## src/rtl/eq_codec_pkg.sv

```systemverilog
// Purpose: constants and small types shared by the codec-link transmitter and receiver.
// Latency: n/a (package only).
// Backpressure: n/a.
package eq_codec_pkg;

  localparam int CODEC_CNT_W = 10;   // frame counter width: one LRCLK period = 1024 clk
  localparam int SCLK_BIT    = 3;    // SCLK = cnt[3] -> clk/16
  localparam int MCLK_BIT    = 1;    // MCLK = cnt[1] -> clk/4
  localparam int LRCLK_BIT   = 9;    // LRCLK = cnt[9] -> clk/1024, low = left
  localparam int SLOT_W      = 24;   // audio bits per channel slot on the wire

  localparam logic [CODEC_CNT_W-1:0] RST_CNT = 10'h200;  // LRCLK high after reset

  // Slot index (one SCLK period per slot) sits between the SCLK bit and the LRCLK bit.
  localparam int SLOT_LSB   = SCLK_BIT + 1;
  localparam int SLOT_IDX_W = LRCLK_BIT - SLOT_LSB;

  typedef logic [CODEC_CNT_W-1:0] codec_cnt_t;
  typedef logic [SLOT_IDX_W-1:0]  slot_idx_t;

  function automatic slot_idx_t slot_of(input codec_cnt_t c);
    return c[LRCLK_BIT-1:SLOT_LSB];
  endfunction

endpackage

```

## src/rtl/codec_clk_gen.sv

```systemverilog
// Purpose: free-running frame counter and registered MCLK/SCLK/LRCLK for the codec link.
// Latency: clock outputs track the counter bits with no skew (both updated on the same edge).
// Backpressure: none; runs unconditionally.
// Ports: clk/rst_n; cnt_nxt = counter value after the coming edge; mclk/sclk/lrclk = codec
//   clocks; frame_start / sclk_fall = high on the cycle whose closing edge starts a frame /
//   drops SCLK (counter at all-ones / low nibble all-ones).
module codec_clk_gen
  import eq_codec_pkg::*;
#(
  parameter codec_cnt_t RST_VAL = RST_CNT
) (
  input  logic       clk,
  input  logic       rst_n,
  output codec_cnt_t cnt_nxt,
  output logic       mclk,
  output logic       sclk,
  output logic       lrclk,
  output logic       frame_start,
  output logic       sclk_fall
);

  codec_cnt_t cnt;

  assign cnt_nxt     = cnt + CODEC_CNT_W'(1);
  // Strobes refer to the edge that closes the current cycle, so consumers can update
  // their own registers on exactly that edge.
  assign frame_start = &cnt;
  assign sclk_fall   = &cnt[SCLK_BIT:0];

  // Clock pins are dedicated flops loaded with the next counter bits so they stay
  // glitch-free and edge-aligned with the counter itself.
  always_ff @(posedge clk or negedge rst_n) begin
    if (!rst_n) begin
      cnt   <= RST_VAL;
      mclk  <= RST_VAL[MCLK_BIT];
      sclk  <= RST_VAL[SCLK_BIT];
      lrclk <= RST_VAL[LRCLK_BIT];
    end else begin
      cnt   <= cnt_nxt;
      mclk  <= cnt_nxt[MCLK_BIT];
      sclk  <= cnt_nxt[SCLK_BIT];
      lrclk <= cnt_nxt[LRCLK_BIT];
    end
  end

endmodule

```

## src/rtl/i2s_codec_tx.sv

```systemverilog
// Purpose: I2S transmitter to the CS4272 DAC input; generates codec clocks, serializes L/R.
// Latency: a sample written with vld reaches SDin 16 clk after the next LRCLK fall (left MSB).
// Backpressure: none; smpl_req pulses once per frame, a missing sample repeats the old one
//   and sets sticky underrun.
// Ports: lft_in/rht_in/vld = sample write; smpl_req = holding regs consumed; underrun/clr_udr =
//   sticky starvation flag and its clear; MCLK/SCLK/LRCLK/SDin = codec pins.
module i2s_codec_tx #(
  parameter int DATA_W = 16,
  parameter int SLOT_W = eq_codec_pkg::SLOT_W,
  parameter logic [eq_codec_pkg::CODEC_CNT_W-1:0] RST_CNT = eq_codec_pkg::RST_CNT
) (
  input  logic              clk,
  input  logic              rst_n,
  input  logic [DATA_W-1:0] lft_in,
  input  logic [DATA_W-1:0] rht_in,
  input  logic              vld,
  output logic              smpl_req,
  output logic              underrun,
  input  logic              clr_udr,
  output logic              MCLK,
  output logic              SCLK,
  output logic              LRCLK,
  output logic              SDin
);
  import eq_codec_pkg::*;

  localparam int PAD_W = SLOT_W - DATA_W;

  codec_cnt_t cnt_nxt;
  logic       frame_start;
  logic       sclk_fall;

  codec_clk_gen #(
    .RST_VAL(RST_CNT)
  ) u_clk_gen (
    .clk        (clk),
    .rst_n      (rst_n),
    .cnt_nxt    (cnt_nxt),
    .mclk       (MCLK),
    .sclk       (SCLK),
    .lrclk      (LRCLK),
    .frame_start(frame_start),
    .sclk_fall  (sclk_fall)
  );

  logic [DATA_W-1:0] hold_lft, hold_rht;
  logic [DATA_W-1:0] shf_lft, shf_rht;
  logic              hold_full;
  logic              first_load;   // suppresses underrun on the first frame after reset

  // Bit selection for the slot being entered at the coming SCLK fall. Slot 0 is the
  // I2S one-bit delay; slots 1..SLOT_W carry the left-justified word MSB first.
  slot_idx_t         slot;
  slot_idx_t         bit_idx;
  logic              chan_rht;
  logic              in_word;
  logic [SLOT_W-1:0] word;
  logic              sd_nxt;

  assign slot     = slot_of(cnt_nxt);
  assign chan_rht = cnt_nxt[LRCLK_BIT];
  assign in_word  = (slot != '0) && (slot <= SLOT_IDX_W'(SLOT_W));
  assign bit_idx  = SLOT_IDX_W'(SLOT_W) - slot;
  assign word     = chan_rht ? (SLOT_W'(shf_rht) << PAD_W) : (SLOT_W'(shf_lft) << PAD_W);
  assign sd_nxt   = in_word & word[bit_idx];

  always_ff @(posedge clk or negedge rst_n) begin
    if (!rst_n) begin
      hold_lft   <= '0;
      hold_rht   <= '0;
      shf_lft    <= '0;
      shf_rht    <= '0;
      hold_full  <= 1'b0;
      first_load <= 1'b1;
      smpl_req   <= 1'b0;
      underrun   <= 1'b0;
      SDin       <= 1'b0;
    end else begin
      smpl_req <= frame_start;

      if (sclk_fall) begin
        SDin <= sd_nxt;
      end

      // Holding regs only change on vld, and every vld sets hold_full, so an empty
      // holding stage still contains the previous frame's sample: reloading it
      // repeats that sample bit-exact.
      if (frame_start) begin
        shf_lft    <= hold_lft;
        shf_rht    <= hold_rht;
        first_load <= 1'b0;
      end

      // A write on the load clk lands after the shifter has taken the old values
      // and keeps the holding stage full for the next frame.
      if (vld) begin
        hold_lft  <= lft_in;
        hold_rht  <= rht_in;
        hold_full <= 1'b1;
      end else if (frame_start) begin
        hold_full <= 1'b0;
      end

      // Set takes priority over clear.
      if (frame_start && !hold_full && !first_load) begin
        underrun <= 1'b1;
      end else if (clr_udr) begin
        underrun <= 1'b0;
      end
    end
  end

endmodule

```

## config.mk

```make
export PLATFORM = sky130hd
export DESIGN_NAME = i2s_codec_tx
export DESIGN_NICKNAME = d
export VERILOG_FILES = /design/src/rtl/eq_codec_pkg.sv /design/src/rtl/codec_clk_gen.sv /design/src/rtl/i2s_codec_tx.sv
export SDC_FILE = /design/constraint.sdc
export NUM_CORES = 1
export LEC_CHECK = 0
export ABC_CLOCK_PERIOD_IN_PS = 3500
export CORE_AREA = 2 2 93 113
export DETAILED_ROUTE_END_ITERATION = 12
export DIE_AREA = 0 0 95 115
export PLACE_DENSITY_LB_ADDON = 0.25
export SKIP_CTS_REPAIR_TIMING = 1
export SYNTH_ARGS = -nofsm -noshare
export SYNTH_HDL_FRONTEND = slang
export SYNTH_HIERARCHICAL = 1
export SYNTH_SLANG_ARGS = --single-unit
```

## constraint.sdc

```tcl
create_clock -name clk -period 3.5 [get_ports clk]
set_input_delay 0.7 -clock clk [delete_from_list [all_inputs] [get_ports clk]]
set_output_delay 0.7 -clock clk [all_outputs]
set_load 0.005 [all_outputs]
```

# Word-level counts from Yosys, hierarchy flattened
# Index checks and enable logic that the tools add are counted.
[op_classes] magnitude_cmp=2 bitwise=1 n_reduce_logical=10 muxes=7 add_sub_neg=2
[op_table] cell="$mux 24" count=1
[op_table] cell="$add 10x1->10 const B" count=1
[op_table] cell="$reduce_and 10->1" count=1
[op_table] cell="$lt 5x6->1 const B" count=1
[op_table] cell="$bmux 1 s5" count=1
[op_table] cell="$le 5x5->1 const B" count=1
[op_table] cell="$mux 1" count=5
[op_table] cell="$reduce_bool 5->1" count=1
[op_table] cell="$sub 5x5->5 const A" count=1
[op_table] cell="$reduce_and 4->1" count=1
[op_table] cell="$reduce_bool 2->1" count=2
[op_table] cell="$logic_and 1x1->1" count=3
[op_table] cell="$logic_not 1->1" count=2
[op_table] cell="$and 1x1->1" count=1
[totals] elab_cells=35 ff_bits=82 output_inout_bits=6 in_bits=36

# Depth between registers and ports, before layout
[logic_depth] depth_word=5 depth_mapped=12 mapped_depth_nobuf=10

# Hierarchy
# The synthesis kept the hierarchy.
[modules_own_cells] module="i2s_codec_tx" n_inst=1 cells_per_inst=182 area_per_inst_um2=2916.5 seq_area_each_um2=1727.9
[modules_own_cells] module="codec_clk_gen" n_inst=1 cells_per_inst=36 area_per_inst_um2=440.4 seq_area_each_um2=251.5

# Worst setup path before layout
# OpenSTA, ideal clock, no wires.
[synth_timing] path_kind="flip-flop to flip-flop" startpoint="register u_clk_gen.cnt[1]" endpoint="register SDin" arrival_ps=2555 slack_ps=810 t_required_ps=3365 setup_ps=135 n_path_buf=2 stages_incl_launch_ff=13 synth_period_minus_slack_ps=2690 path_cell_list="dfrtp_1 > ha_1 > and3_1 > buf_6 > xor2_1 > inv_2 > ha_1 > clkbuf_2 > mux4_2 > mux2i_1 > nand2_1 > a41oi_2 > o41ai_2"
[synth_between] word_cells_on_any_way=10 classes_between="add/sub: 2; order compare: 1; mux: 3; bitwise: 1; reduce/logical: 3"
[synth_lines] item="start, declared" line="codec_clk_gen.sv:22" source="codec_cnt_t cnt;"
[synth_lines] item="start signal, assigned" line="codec_clk_gen.sv:39" source="cnt <= cnt_nxt;"
[synth_lines] item="$reduce_and 4->1" line="codec_clk_gen.sv:28" source="assign sclk_fall = &cnt[SCLK_BIT:0];"
[synth_lines] item="via sclk_fall" line="i2s_codec_tx.sv:31" source="logic sclk_fall;"
[synth_lines] item="end signal, assigned" line="i2s_codec_tx.sv:82" source="SDin <= sd_nxt;"
[synth_lines] item="end, declared" line="i2s_codec_tx.sv:23" source="output logic SDin"
# The timed path passes the listed nets, and every way through them passes these cells. The select of a mux whose other input is x is not followed.
# A chain may end at the register's enable or synchronous reset.

# Final worst setup path
# Ends and elaborated chain as after synthesis.

==> impl_metrics.ini <==
[timing]
tns_ps = 0
fin_skew_ps = 5.89
fmax_mhz = 336
setup_viol = 0
fin_crit_sh = 0.851
setup_ws_ps = 522
timing.hold.ws_ps = 471
period_needed_ps = 2980
rsz0062_at_grt = no
final_hold_viol_count = 0
worst_pin_slew_ps = 995
max_slew_margin = 0.337
maxSlewViolCount = 0

[power_and_ir_drop]
p_int_uw = 1580
switching_share = 0.211
ir_worst_vdd_uv = 244
leakagePower_uw = 0.00188
p_seq_frac = 0.484
combPwrFrac = 0.047
p_clk_frac = 0.469
power_density_mw_per_mm2 = 477
p_sw_uw = 422

[yosys]
synth_top_family_by_area = multiplexers
synth_top_cell_by_area = dfrtp_1
netlist.area_leader.share = 0.574
synth-edff-count = 0
ys_seq_elements = 79
synthDistinctLibCells = 35
synth.avg_cell_area_um2 = 15.4
synth-simple-area-share = 0.0421
ys.warnings.count = 6
synth_fa_ha_area_frac = 0.00745
synth-xor-area-share = 0.0257
syn_nets = 256
synth_mux_area_frac = 0.281
yosysSeqAreaShare = 0.590
synthTopCellsByArea = dfrtp_1, mux2_1, mux4_2
syn-cell-area_mm2 = 0.00336
syn_inst = 218
synth-compound-area-share = 0.0272
synth_async_sr_flop_share = 1.00
synth_ff_type = dfrtp_1

[clock_network]
htreeDepth = 3
cts.clk_slew.worst_paths_ps = 60
cts_sinks = 79
insertion_delay_ps = 340
cts_tree = yes
cts_made_buffers = 9
clk_path_buf_depth = 2
cts_root_buffer = clkbuf_16

[detailed_routing]
drtPass1Iterations = 4
drc = 0
routed_wl_um = 5540
drtIter0Drc = 77
dr_total_vias = 1845
wl_per_cell_um = 14.1
via_per_inst = 4.69
drtAntennaViolNets = 0

[worst_hold_path]
holdPathStages = 1
worstHoldStart = hold_full
worstHoldPathType = flop to flop
min_to = underrun

[global_route]
grt_max_degree = 80
grt_pass1_wl_um = 9790
antenna_found_initial = 0
grt_pass1_vias = 1990
grt.overflow.total = 0
grt_usage = 0.120

[critical_path]
crit_path_max_fanout = 8
r2r_slack_ps = 520
r2r_start = u_clk_gen/cnt[1]
crit_top_cell = ha_1
r2r_end = SDin
worstPathArrival_ps = 3190
worstSetupPathType = flop to flop
cp-end-kind = flop
slowest_delay_ps = 510
crit_required_ps = 3710
slowest_stage = ha_1
path_cells = ha_1 > and3_1 > xor2_1 > inv_2 > ha_1 > mux4_2 > mux2i_1 > nand2_1 > a41oi_2 > o41ai_2
ff2ff_path_depth = 10
worst-path-buf-inv = 1
crit_path_start_kind = flop
cp_top_family = adder cells

[floorplanning]
ios = 42
core_area_mm2 = 0.00986
die_area_mm2 = 0.0109
rows = 40
start_util = 0.340
die_x_um = 95
die_h_um = 115

[final_layout]
syn_to_final_growth_pct = 25.0
final_common_cell = dfrtp_1
drive_above_1_share = 0.157
fillers = 908
fin_nets = 300
n_antenna_cell = 0
final_cell_mix = dfrtp_1, mux2_1, clkdlybuf4s50_1

[placed_design]
dp_hpwl_um = 3830
port-buffer-count = 41
gp_congestion = 0.800
dp_slack_ps = 533

[outcome]
status = complete, no violations

[flow_run]
max_cap_viol_count = 0
[worst max-delay path by stage]
stage	depth (start not counted)	start	end	slack [ps]
global route	10	u_clk_gen/cnt[1]	SDin	240
floorplan	12	u_clk_gen/cnt[1]	SDin	810
CTS	10	u_clk_gen/cnt[1]	SDin	510
global placement	10	u_clk_gen/cnt[1]	SDin	650
finish	10	u_clk_gen/cnt[1]	SDin	520
detailed placement	10	u_clk_gen/cnt[1]	SDin	530
[cell type report]
| type | instances | area [um^2] | area share |
|---|---|---|---|
| multi-input combinational | 121 | 1290 | 0.308 |
| tap | 126 | 158 | 0.0376 |
| sequential | 79 | 1980 | 0.472 |
| clock inverter | 6 | 70.1 | 0.0167 |
| clock buffer | 10 | 239 | 0.0569 |
| inverter | 7 | 26.3 | 0.00626 |
| timing repair buffer | 44 | 430 | 0.103 |
[metrics by stage]
step | std cells | total power, uW | utilization | cell area, um^2
floorplan | 218 | 1010 | - | 3360
global placement | 377 | 1080 | 0.394 | 3890
detailed placement | 377 | 1080 | 0.394 | 3890
CTS | 393 | 2040 | 0.426 | 4200
global route | 393 | 2090 | 0.426 | 4200
finish | 393 | 2000 | 0.426 | 4200
[synthesized netlist by cell type (all sizes together), types with 3 or more instances]
library cell / number
nor2: 4
xor2: 7
nor2b: 3
mux2: 65
nand3: 4
mux2i: 3
inv: 7
dfrtp: 77
mux4: 8
buf: 8
nand2: 6
clkbuf: 3
[power groups by stage]
stage	logic, uW	registers (uW)	clock network, uW
2_1_floorplan	36.3	978	0
3_3_place_gp	96.2	986	0
3_5_place_dp	97.6	987	0
4_1_cts	97.8	970	973
5_1_grt	106	974	1010
6_report	94.1	969	940
[cells by family after synthesis]
kind of cell	Yosys count
DFF	79
muxes	76
and+or+nand+nor	24
buffers and inverters	18
AOI/OAI and AO/OA	10
xor gates and xnor gates	9
adders and majority gates	2
[flip-flops by register name (all words and copies together) (netlist names)]
name	cells
hold_lft	16
hold_full	1
hold_rht	16
SDin	1
underrun	1
first_load	1
smpl_req	1
shf_rht	16
shf_lft	16
u_clk_gen/cnt	10
[layer usage]
layer,vias to the layer above,global-route usage,wire length (um)
met3,8,0.0472,294
met5,-,0,0
li1,865,-,-
met4,0,0.0638,141
met1,933,0.150,2540
met2,39,0.180,2570
[worst reg2reg max path, cell delays in order, from the launching register on]
cell	delay, ps
dfrtp_1	380
ha_1	220
and3_1	330
xor2_1	420
inv_2	110
ha_1	510
mux4_2	360
mux2i_1	140
nand2_1	80
a41oi_2	200
o41ai_2	90
(Power assumes the default switching activity.)
